==> src/rtl/slot_pkg.sv <==
// Shared types and constants for the slot machine reel sequencer.
// Contents:
//   NUM_REELS       - number of reels on the machine
//   DIGIT_W_DEFAULT - default width of one reel digit (values 0-9)
//   seq_state_t     - sequencer FSM state; also exported to the display encoder
package slot_pkg;

  localparam int NUM_REELS       = 3;
  localparam int DIGIT_W_DEFAULT = 4;

  typedef enum logic [2:0] {
    SET    = 3'd0,
    RUN    = 3'd1,
    STOP1  = 3'd2,
    STOP2  = 3'd3,
    STOP3  = 3'd4,
    RESULT = 3'd5
  } seq_state_t;

endpackage

==> src/rtl/button_edge.sv <==
// Button conditioner: two-flop synchronizer followed by a registered
// rising-edge detector. Usable for any front-panel push button.
// Ports:
//   clk       in  system clock
//   rst       in  asynchronous active-low reset
//   button    in  raw button level, asynchronous to clk, active-high
//   btn_pulse out one-clk pulse, asserted on the 3rd clk edge after button rises
module button_edge (
  input  logic clk,
  input  logic rst,
  input  logic button,
  output logic btn_pulse
);

  logic       sync1_r;
  logic       sync2_r;
  logic       prev_r;
  logic       pulse_r;
  // fill_r[1] marks that sync2_r holds a real button sample rather than
  // its reset value; until then prev_r is forced high so a button held
  // through reset release cannot fake a rising edge.
  logic [1:0] fill_r;

  // synchronizer, edge history and pulse register
  always_ff @(posedge clk or negedge rst) begin
    if (!rst) begin
      fill_r  <= 2'b00;
      sync1_r <= 1'b0;
      sync2_r <= 1'b0;
      prev_r  <= 1'b0;
      pulse_r <= 1'b0;
    end else begin
      fill_r  <= {fill_r[0], 1'b1};
      sync1_r <= button;
      sync2_r <= sync1_r;
      prev_r  <= fill_r[1] ? sync2_r : 1'b1;
      pulse_r <= fill_r[1] & sync2_r & ~prev_r;
    end
  end

  assign btn_pulse = pulse_r;

endmodule

==> src/rtl/slot_stop_sequencer.sv <==
// Slot machine run/stop sequencer. One button starts all reels, the next
// press stops reels 1..3 one at a time with a programmable stagger while
// latching each stopped digit, then the result is evaluated and the buzzer
// is driven for a fixed time on a win.
// Ports:
//   clk       in  system clock (50 MHz)
//   rst       in  asynchronous active-low reset
//   button    in  raw front-panel button, asynchronous, active-high
//   reel_val  in  live digit of each reel, index 0 = reel 1
//   reel_en   out per-reel run enable, 1 = spinning
//   held_val  out latched stopped digit per reel
//   win       out all three held digits equal, valid in RESULT
//   buzzer    out win annunciator
//   state     out current sequencer state for the display encoder
module slot_stop_sequencer
  import slot_pkg::*;
#(
  parameter int STAGGER_CYC = 25_000_000,
  parameter int BUZZ_CYC    = 50_000_000,
  parameter int DIGIT_W     = DIGIT_W_DEFAULT
) (
  input  logic                                clk,
  input  logic                                rst,
  input  logic                                button,
  input  logic [NUM_REELS-1:0][DIGIT_W-1:0]   reel_val,
  output logic [NUM_REELS-1:0]                reel_en,
  output logic [NUM_REELS-1:0][DIGIT_W-1:0]   held_val,
  output logic                                win,
  output logic                                buzzer,
  output seq_state_t                          state
);

  localparam int STG_W = $clog2(STAGGER_CYC + 1);
  localparam int BUZ_W = $clog2(BUZZ_CYC + 1);
  localparam logic [STG_W-1:0] STG_LOAD = STG_W'(STAGGER_CYC - 1);
  localparam logic [BUZ_W-1:0] BUZ_LOAD = BUZ_W'(BUZZ_CYC - 1);
  localparam logic [STG_W-1:0] STG_ONE  = STG_W'(1);
  localparam logic [BUZ_W-1:0] BUZ_ONE  = BUZ_W'(1);
  localparam logic [STG_W-1:0] STG_ZERO = {STG_W{1'b0}};
  localparam logic [BUZ_W-1:0] BUZ_ZERO = {BUZ_W{1'b0}};

  // Full-width equality of the three latched digits.
  function automatic logic digits_match(
    input logic [NUM_REELS-1:0][DIGIT_W-1:0] d
  );
    return (d[0] == d[1]) && (d[1] == d[2]);
  endfunction

  logic                              btn_pulse_s;
  seq_state_t                        state_r,   state_nxt_s;
  logic [NUM_REELS-1:0]              reel_en_r, reel_en_nxt_s;
  logic [NUM_REELS-1:0][DIGIT_W-1:0] held_r,    held_nxt_s;
  logic                              win_r,     win_nxt_s;
  logic                              buzz_r,    buzz_nxt_s;
  logic [STG_W-1:0]                  stg_cnt_r, stg_cnt_nxt_s;
  logic [BUZ_W-1:0]                  buz_cnt_r, buz_cnt_nxt_s;

  button_edge u_button_edge (
    .clk       (clk),
    .rst       (rst),
    .button    (button),
    .btn_pulse (btn_pulse_s)
  );

  // state and output registers
  always_ff @(posedge clk or negedge rst) begin
    if (!rst) begin
      state_r   <= SET;
      reel_en_r <= 3'b000;
      held_r    <= '{default: {DIGIT_W{1'b0}}};
      win_r     <= 1'b0;
      buzz_r    <= 1'b0;
      stg_cnt_r <= STG_ZERO;
      buz_cnt_r <= BUZ_ZERO;
    end else begin
      state_r   <= state_nxt_s;
      reel_en_r <= reel_en_nxt_s;
      held_r    <= held_nxt_s;
      win_r     <= win_nxt_s;
      buzz_r    <= buzz_nxt_s;
      stg_cnt_r <= stg_cnt_nxt_s;
      buz_cnt_r <= buz_cnt_nxt_s;
    end
  end

  // next-state and next-output decode; presses in STOP1..STOP3 are dropped
  always_comb begin
    state_nxt_s   = state_r;
    reel_en_nxt_s = reel_en_r;
    held_nxt_s    = held_r;
    win_nxt_s     = win_r;
    buzz_nxt_s    = buzz_r;
    stg_cnt_nxt_s = stg_cnt_r;
    buz_cnt_nxt_s = buz_cnt_r;
    case (state_r)
      SET: begin
        if (btn_pulse_s) begin
          state_nxt_s   = RUN;
          reel_en_nxt_s = 3'b111;
        end else begin
          reel_en_nxt_s = 3'b000;
        end
      end
      RUN: begin
        if (btn_pulse_s) begin
          state_nxt_s   = STOP1;
          reel_en_nxt_s = 3'b110;
          held_nxt_s[0] = reel_val[0];
          stg_cnt_nxt_s = STG_LOAD;
        end else begin
          reel_en_nxt_s = 3'b111;
        end
      end
      STOP1: begin
        if (stg_cnt_r == STG_ZERO) begin
          state_nxt_s   = STOP2;
          reel_en_nxt_s = 3'b100;
          held_nxt_s[1] = reel_val[1];
          stg_cnt_nxt_s = STG_LOAD;
        end else begin
          stg_cnt_nxt_s = stg_cnt_r - STG_ONE;
        end
      end
      STOP2: begin
        if (stg_cnt_r == STG_ZERO) begin
          state_nxt_s   = STOP3;
          reel_en_nxt_s = 3'b000;
          held_nxt_s[2] = reel_val[2];
        end else begin
          stg_cnt_nxt_s = stg_cnt_r - STG_ONE;
        end
      end
      STOP3: begin
        // all digits are latched by now, so the result is known this edge
        state_nxt_s   = RESULT;
        win_nxt_s     = digits_match(held_r);
        buzz_nxt_s    = digits_match(held_r);
        buz_cnt_nxt_s = digits_match(held_r) ? BUZ_LOAD : BUZ_ZERO;
      end
      RESULT: begin
        if (btn_pulse_s) begin
          // a press also cuts short any buzz still running
          state_nxt_s   = RUN;
          reel_en_nxt_s = 3'b111;
          win_nxt_s     = 1'b0;
          buzz_nxt_s    = 1'b0;
          buz_cnt_nxt_s = BUZ_ZERO;
        end else if (buzz_r) begin
          if (buz_cnt_r == BUZ_ZERO) begin
            buzz_nxt_s = 1'b0;
          end else begin
            buz_cnt_nxt_s = buz_cnt_r - BUZ_ONE;
          end
        end else begin
          buz_cnt_nxt_s = BUZ_ZERO;
        end
      end
      default: begin
        state_nxt_s   = SET;
        reel_en_nxt_s = 3'b000;
        win_nxt_s     = 1'b0;
        buzz_nxt_s    = 1'b0;
        stg_cnt_nxt_s = STG_ZERO;
        buz_cnt_nxt_s = BUZ_ZERO;
      end
    endcase
  end

  assign reel_en  = reel_en_r;
  assign held_val = held_r;
  assign win      = win_r;
  assign buzzer   = buzz_r;
  assign state    = state_r;

endmodule
==> config.mk <==
export PLATFORM = sky130hd
export DESIGN_NAME = slot_stop_sequencer
export DESIGN_NICKNAME = d
export VERILOG_FILES = /design/src/rtl/slot_pkg.sv /design/src/rtl/button_edge.sv /design/src/rtl/slot_stop_sequencer.sv
export SDC_FILE = /design/constraint.sdc
export NUM_CORES = 1
export LEC_CHECK = 0
export CORE_ASPECT_RATIO = 0.8
export CORE_UTILIZATION = 58
export DETAILED_ROUTE_END_ITERATION = 16
export PLACE_DENSITY = 0.8
export SLEW_MARGIN = 20
export SYNTH_ARGS = -nofsm -noshare
export SYNTH_HDL_FRONTEND = slang
export SYNTH_SLANG_ARGS = --single-unit
==> constraint.sdc <==
create_clock -name clk -period 2.89 [get_ports clk]
set_input_delay 0.289 -clock clk [delete_from_list [all_inputs] [get_ports clk]]
set_output_delay 0.289 -clock clk [all_outputs]
set_load 0.005 [all_outputs]
* After elaboration in Yosys (flattened, before gate mapping)
Cells that the tools add are included.
** Storage, ports and cells
- Input port bits :: 15
- Logic and storage cells :: 77
- Output and inout bits :: 20
- Register bits after elaboration :: 77
** Cells by class
- Reduce and logical (&&, ||, !) cells :: 15
- Mux-type cells :: 26
- Bitwise operators :: 6
- Eq/ne operators :: 14
- $add $sub $neg :: 2
** Operator list (number)
- two-way mux 26 bit :: 4
- case mux 25 bit (4 select lines) :: 1
- case mux 26 bit (3 select lines) :: 1
- two-way mux 25 bit :: 3
- logical NOT 26 bit :: 1
- subtractor 26 x 1 -> 26 bit, second input constant :: 1
- logical NOT 25 bit :: 1
- subtractor 25 x 1 -> 25 bit, second input constant :: 1
- two-way mux 3 bit :: 7
- case mux 3 bit (6 select lines) :: 1
- case mux 3 bit (5 select lines) :: 1
- AND reduction 2 bit :: 5
- == test 4 bit :: 2
- AND reduction 4 bit :: 2
- == test 3 x 2 -> 1 bit, second input constant :: 2
- == test 3 bit, second input constant :: 2
- two-way mux 1 bit :: 6
- != test 2 x 1 -> 1 bit, second input constant :: 3
- != test 2 bit, second input constant :: 3
- case mux 1 bit (3 select lines) :: 2
- != test 4 x 3 -> 1 bit, second input constant :: 1
- inverter 1 bit :: 4
- OR reduction 4 bit :: 1
- == test 3 x 1 -> 1 bit, second input constant :: 1
- other kinds (6) :: 7

* Logic depth before layout (Yosys ltp)
- Depth after elaboration :: 5
- Mapped depth :: 10
- Depth with buffers taken out :: 9

* Modules after synthesis
A second synthesis with hierarchy kept.
** Unflattened totals
- Cells, all modules :: 465
- Area total of the unflattened synthesis :: 4365.4 sq um
** Modules (own cells, without submodules)
- slot_stop_sequencer :: sequential area each 1776.7 sq um, instances 1, cells each 456, area each 4196.5 sq um
- button_edge :: sequential area each 150.1 sq um, instances 1, cells each 9, area each 168.9 sq um

* Least setup slack after synthesis
No wires, ideal clock.
- Path kind :: register -> register
- Start :: register stg_cnt_r[18]
- End :: register stg_cnt_r[0]
- Data arrival time :: 2508 ps
- Clock period less this slack :: 2573 ps
- Buffers on the path :: 2
- Data required time :: 2825 ps
- Setup time :: 65 ps
- Setup slack :: 317 ps
- Stages on the path, launching flop included :: 9
- Path through :: dfrtp_1 > or4_4 > or4_4 > or3_1 > buf_2 > or3_1 > buf_2 > nand3_1 > a22o_1
** On the way
- Cells in the longest elaborated chain, start to end :: 3
- Elaborated cells between the ends (all ways) :: 5
- Classes of those cells :: 1 x eq/ne; 2 x mux; 2 x reduce/logical
** RTL lines
- from (decl) :: RTL line slot_stop_sequencer.sv:55 : logic [STG_W-1:0] stg_cnt_r, stg_cnt_nxt_s;
- from (signal assigned) :: RTL line slot_stop_sequencer.sv:81 : stg_cnt_r <= stg_cnt_nxt_s;
- logical NOT 25 bit * :: RTL line slot_stop_sequencer.sv:115, slot_stop_sequencer.sv:125
- two-way mux 25 bit / != test 2 bit (equally long branches)
- case mux 25 bit (4 select lines) / AND reduction 3 bit (equally long branches)
Every way passes the cells marked *; elsewhere a longest branch is shown, timed or not.
A chain may end at the register's enable or synchronous reset.

* Worst setup path after layout
- Start :: register stg_cnt_r[18]
- End :: register stg_cnt_r[1]
Same word-level chain as after synthesis.

==> key figures <==
Pwr
  • Pwr dens: 778 mW/mm2
  • Static leakage: 2.08 nW
  • Worst vdd ir: 0.484 mV

Die
  • Die area: 0.00739 mm2
  • # IOs: 35
  • Die W: 95.9 um
  • Core Box Area: 0.00660 mm2
  • Chip height: 77.1 um
  • FP Rows: 26
  • Initial Utilization: 61.9%

Placed design
  • Placed insts: 589
  • Dpl cell area: 0.00460 mm2
  • IO buf count: 34
  • Gp weighted congestion: 0.873
  • DP HPWL: 7230 um

Timing
  • Final period utilization: 94.8%
  • Slew headroom: 37.4%
  • Final hold violation count: 0
  • Setup TNS: 0 ns
  • Pins Over Slew Limit: 0
  • Fmax: 0.365 GHz
  • Unrepaired setup endpoints after global routing: false
  • Final setup fails: 0
  • Hold slack final: 0.0805 ns
  • Minimum clock period: 2.74 ns
  • Slew @ Worst Pin: 0.939 ns
  • Fin Clk Skew: 0.00823 ns

Layout
  • Antenna cells: 0
  • # fillers: 460
  • P&R area growth vs syn: 19.7%
  • Register Area: 0.00193 mm2
  • Share of layout cells above drive strength 1: 10.6%
  • Post-route insts no fill: 605
  • Area occupied by multi-input gates: 0.00206 mm2
  • Nets: 533
  • Layout Utilization: 74.1%
  • Final Cell Area: 0.00489 mm2

Drt
  • Routed len/inst: 17.6 um
  • Number of nets with antenna violations after routing: 0
  • Routed WL: 10600 um
  • Vias/cell: 6.55
  • Vias: 3962
  • Starting DRT DRC Count: 357
  • Drt drc: 0
  • Initial DRT Pass Iterations: 5

Hold path
  • Worst min path class: primary input to async pin

CTS
  • CTS buffer count: 9
  • Clock sinks: 77
  • Skew-Pair Late Insertion Delay: 0.36 ns
  • CTS tree: built
  • Buffer count from post-CTS setup fixing: 0
  • Htree depth: 3
  • CTS root buf: clkbuf_8
  • Clk buf depth: 2
  • Clk slew on worst S/H paths: 0.08 ns

Synthesis
  • Number of distinct library cells after synthesis: 47
  • Syn avg cell area: 8.67 um2
  • Net count after synthesis: 489
  • Yosys top cell by area: dfrtp_1
  • Mapped Cells: 472
  • Ys async rst share: 100%
  • Cell with the most instances after synthesis: dfrtp_1
  • Dominant cells by area after synthesis: dfrtp_1 47%, o21ai_0 8.1%, nor2_1 4.7%
  • #FFs+latches synth: 77
  • Ys Warns: 0
  • Sequential area share after synthesis: 47.1%
  • Syn Std Cell Area: 0.00409 mm2
  • Post-synth EDFFs: 0
  • Share of the synthesized area in the top cell type: 47.1%
  • Ys flop type: dfrtp_1
  • Most common library cells after synthesis: 77 x dfrtp_1, 66 x o21ai_0, 51 x nor2_1

Setup path
  • RR Endpoint: stg_cnt_r[1]
  • WP data required: 3.18 ns
  • RR Startpoint: stg_cnt_r[18]
  • Worst Setup End Kind: register
  • Kind of critical path: register to register
  • CP Launch Type: register
  • R2R depth: 6
  • CP arrival: 3.04 ns
  • CP startpoint: stg_cnt_r[18]
  • Worst-path fanout max: 8
  • R2R setup slack: 0.15 ns

Global routing
  • GRT Total Usage: 31.9%
  • First-pass GRT wire length: 18200 um
  • Initial antenna violation count: 0
  • Congestion Overflow GR: 0
  • Largest net degree at the start of global routing: 78
  • Vias in the first global route: 3735

Run
  • Max_cap viols: 0

Status
  • Status: finished clean
-- flip-flops by register name, summed over array words and instances (netlist names), 2 cells and up --
name / flops
reel_en: 3
u_button_edge.fill_r: 2
state: 3
stg_cnt_r: 25
buz_cnt_r: 26
held_val: 12
-- worst max-delay path, cell delays in order, from the launching register on --
cell	delay, ns
dfrtp_1	0.46
or4_4	0.59
or4_4	0.45
or3_1	0.48
or3_1	0.44
nand3_1	0.12
a22o_1	0.13
-- how the worst max path moves through the flow --
stage / to / slack, ns / cells past startpoint
final: stg_cnt_r[1] / 0.15 / 6
after global routing: stg_cnt_r[1] / 0.08 / 6
after CTS: buz_cnt_r[23] / 0.11 / 5
after detailed placement: buz_cnt_r[1] / 0.18 / 5
after global placement: stg_cnt_r[1] / 0.26 / 6
after floorplan: stg_cnt_r[0] / 0.32 / 8
-- cell usage in the layout (no fill, tap or decap), drive strengths merged, types with 7 or more instances in the layout --
cell,count
nand4,7
nor3,33
nand2,44
clkbuf,10
inv,12
clkdlybuf4s50,33
buf,19
or4,9
nor4,12
or3,11
mux2,8
o21ai,66
nor2,51
a31oi,9
dfrtp,77
nand3,10
a21oi,30
-- layout make-up --
class	count	area share, %
Sequential cell	77	39.4
Timing Repair Buffer	52	9.66
Clock buffer	10	2.61
Clock inverter	6	3.25
Tap cell	84	2.15
Inverter	12	0.920
Multi-Input combinational cell	364	42.1
-- kinds of logic after synthesis --
family / after synthesis / synth area share, %
xor+xnor: 8 / 1.71
fa+ha+maj: 2 / 0.612
buf+inv: 31 / 2.91
flops: 77 / 47.1
other cells: 1 / 0.0917
simple gates: 204 / 25.0
compound gates: 141 / 20.3
mux: 8 / 2.20
-- through the flow --
stage	setup slack, ns	total power, mW
final	0.150	3.81
after global routing	0.0779	4.03
after CTS	0.107	3.79
after detailed placement	0.184	2.63
after global placement	0.259	2.58
after floorplan	0.317	2.20
-- layer usage --
metal	wire length (um)	global-route usage (%)	vias up
met5	0	0	-
met4	146	7.91	0
met3	955	9.13	20
met2	4660	46.4	214
met1	4880	46.9	1902
li1	-	-	1826
-- repair_timing --
item                       CTS  global route
hold buffers                 0             0
setup endpoints to repair    0            25
gates resized for setup      0             4
-- report_power, final --
group          total [mW]  switching [mW]  internal, mW
Sequential           1.57           0.257          1.31
Combinational        1.08           0.583         0.500
Clock                1.15           0.405         0.750
Total                3.81            1.25          2.56
Power figures use the tool's default switching activity.
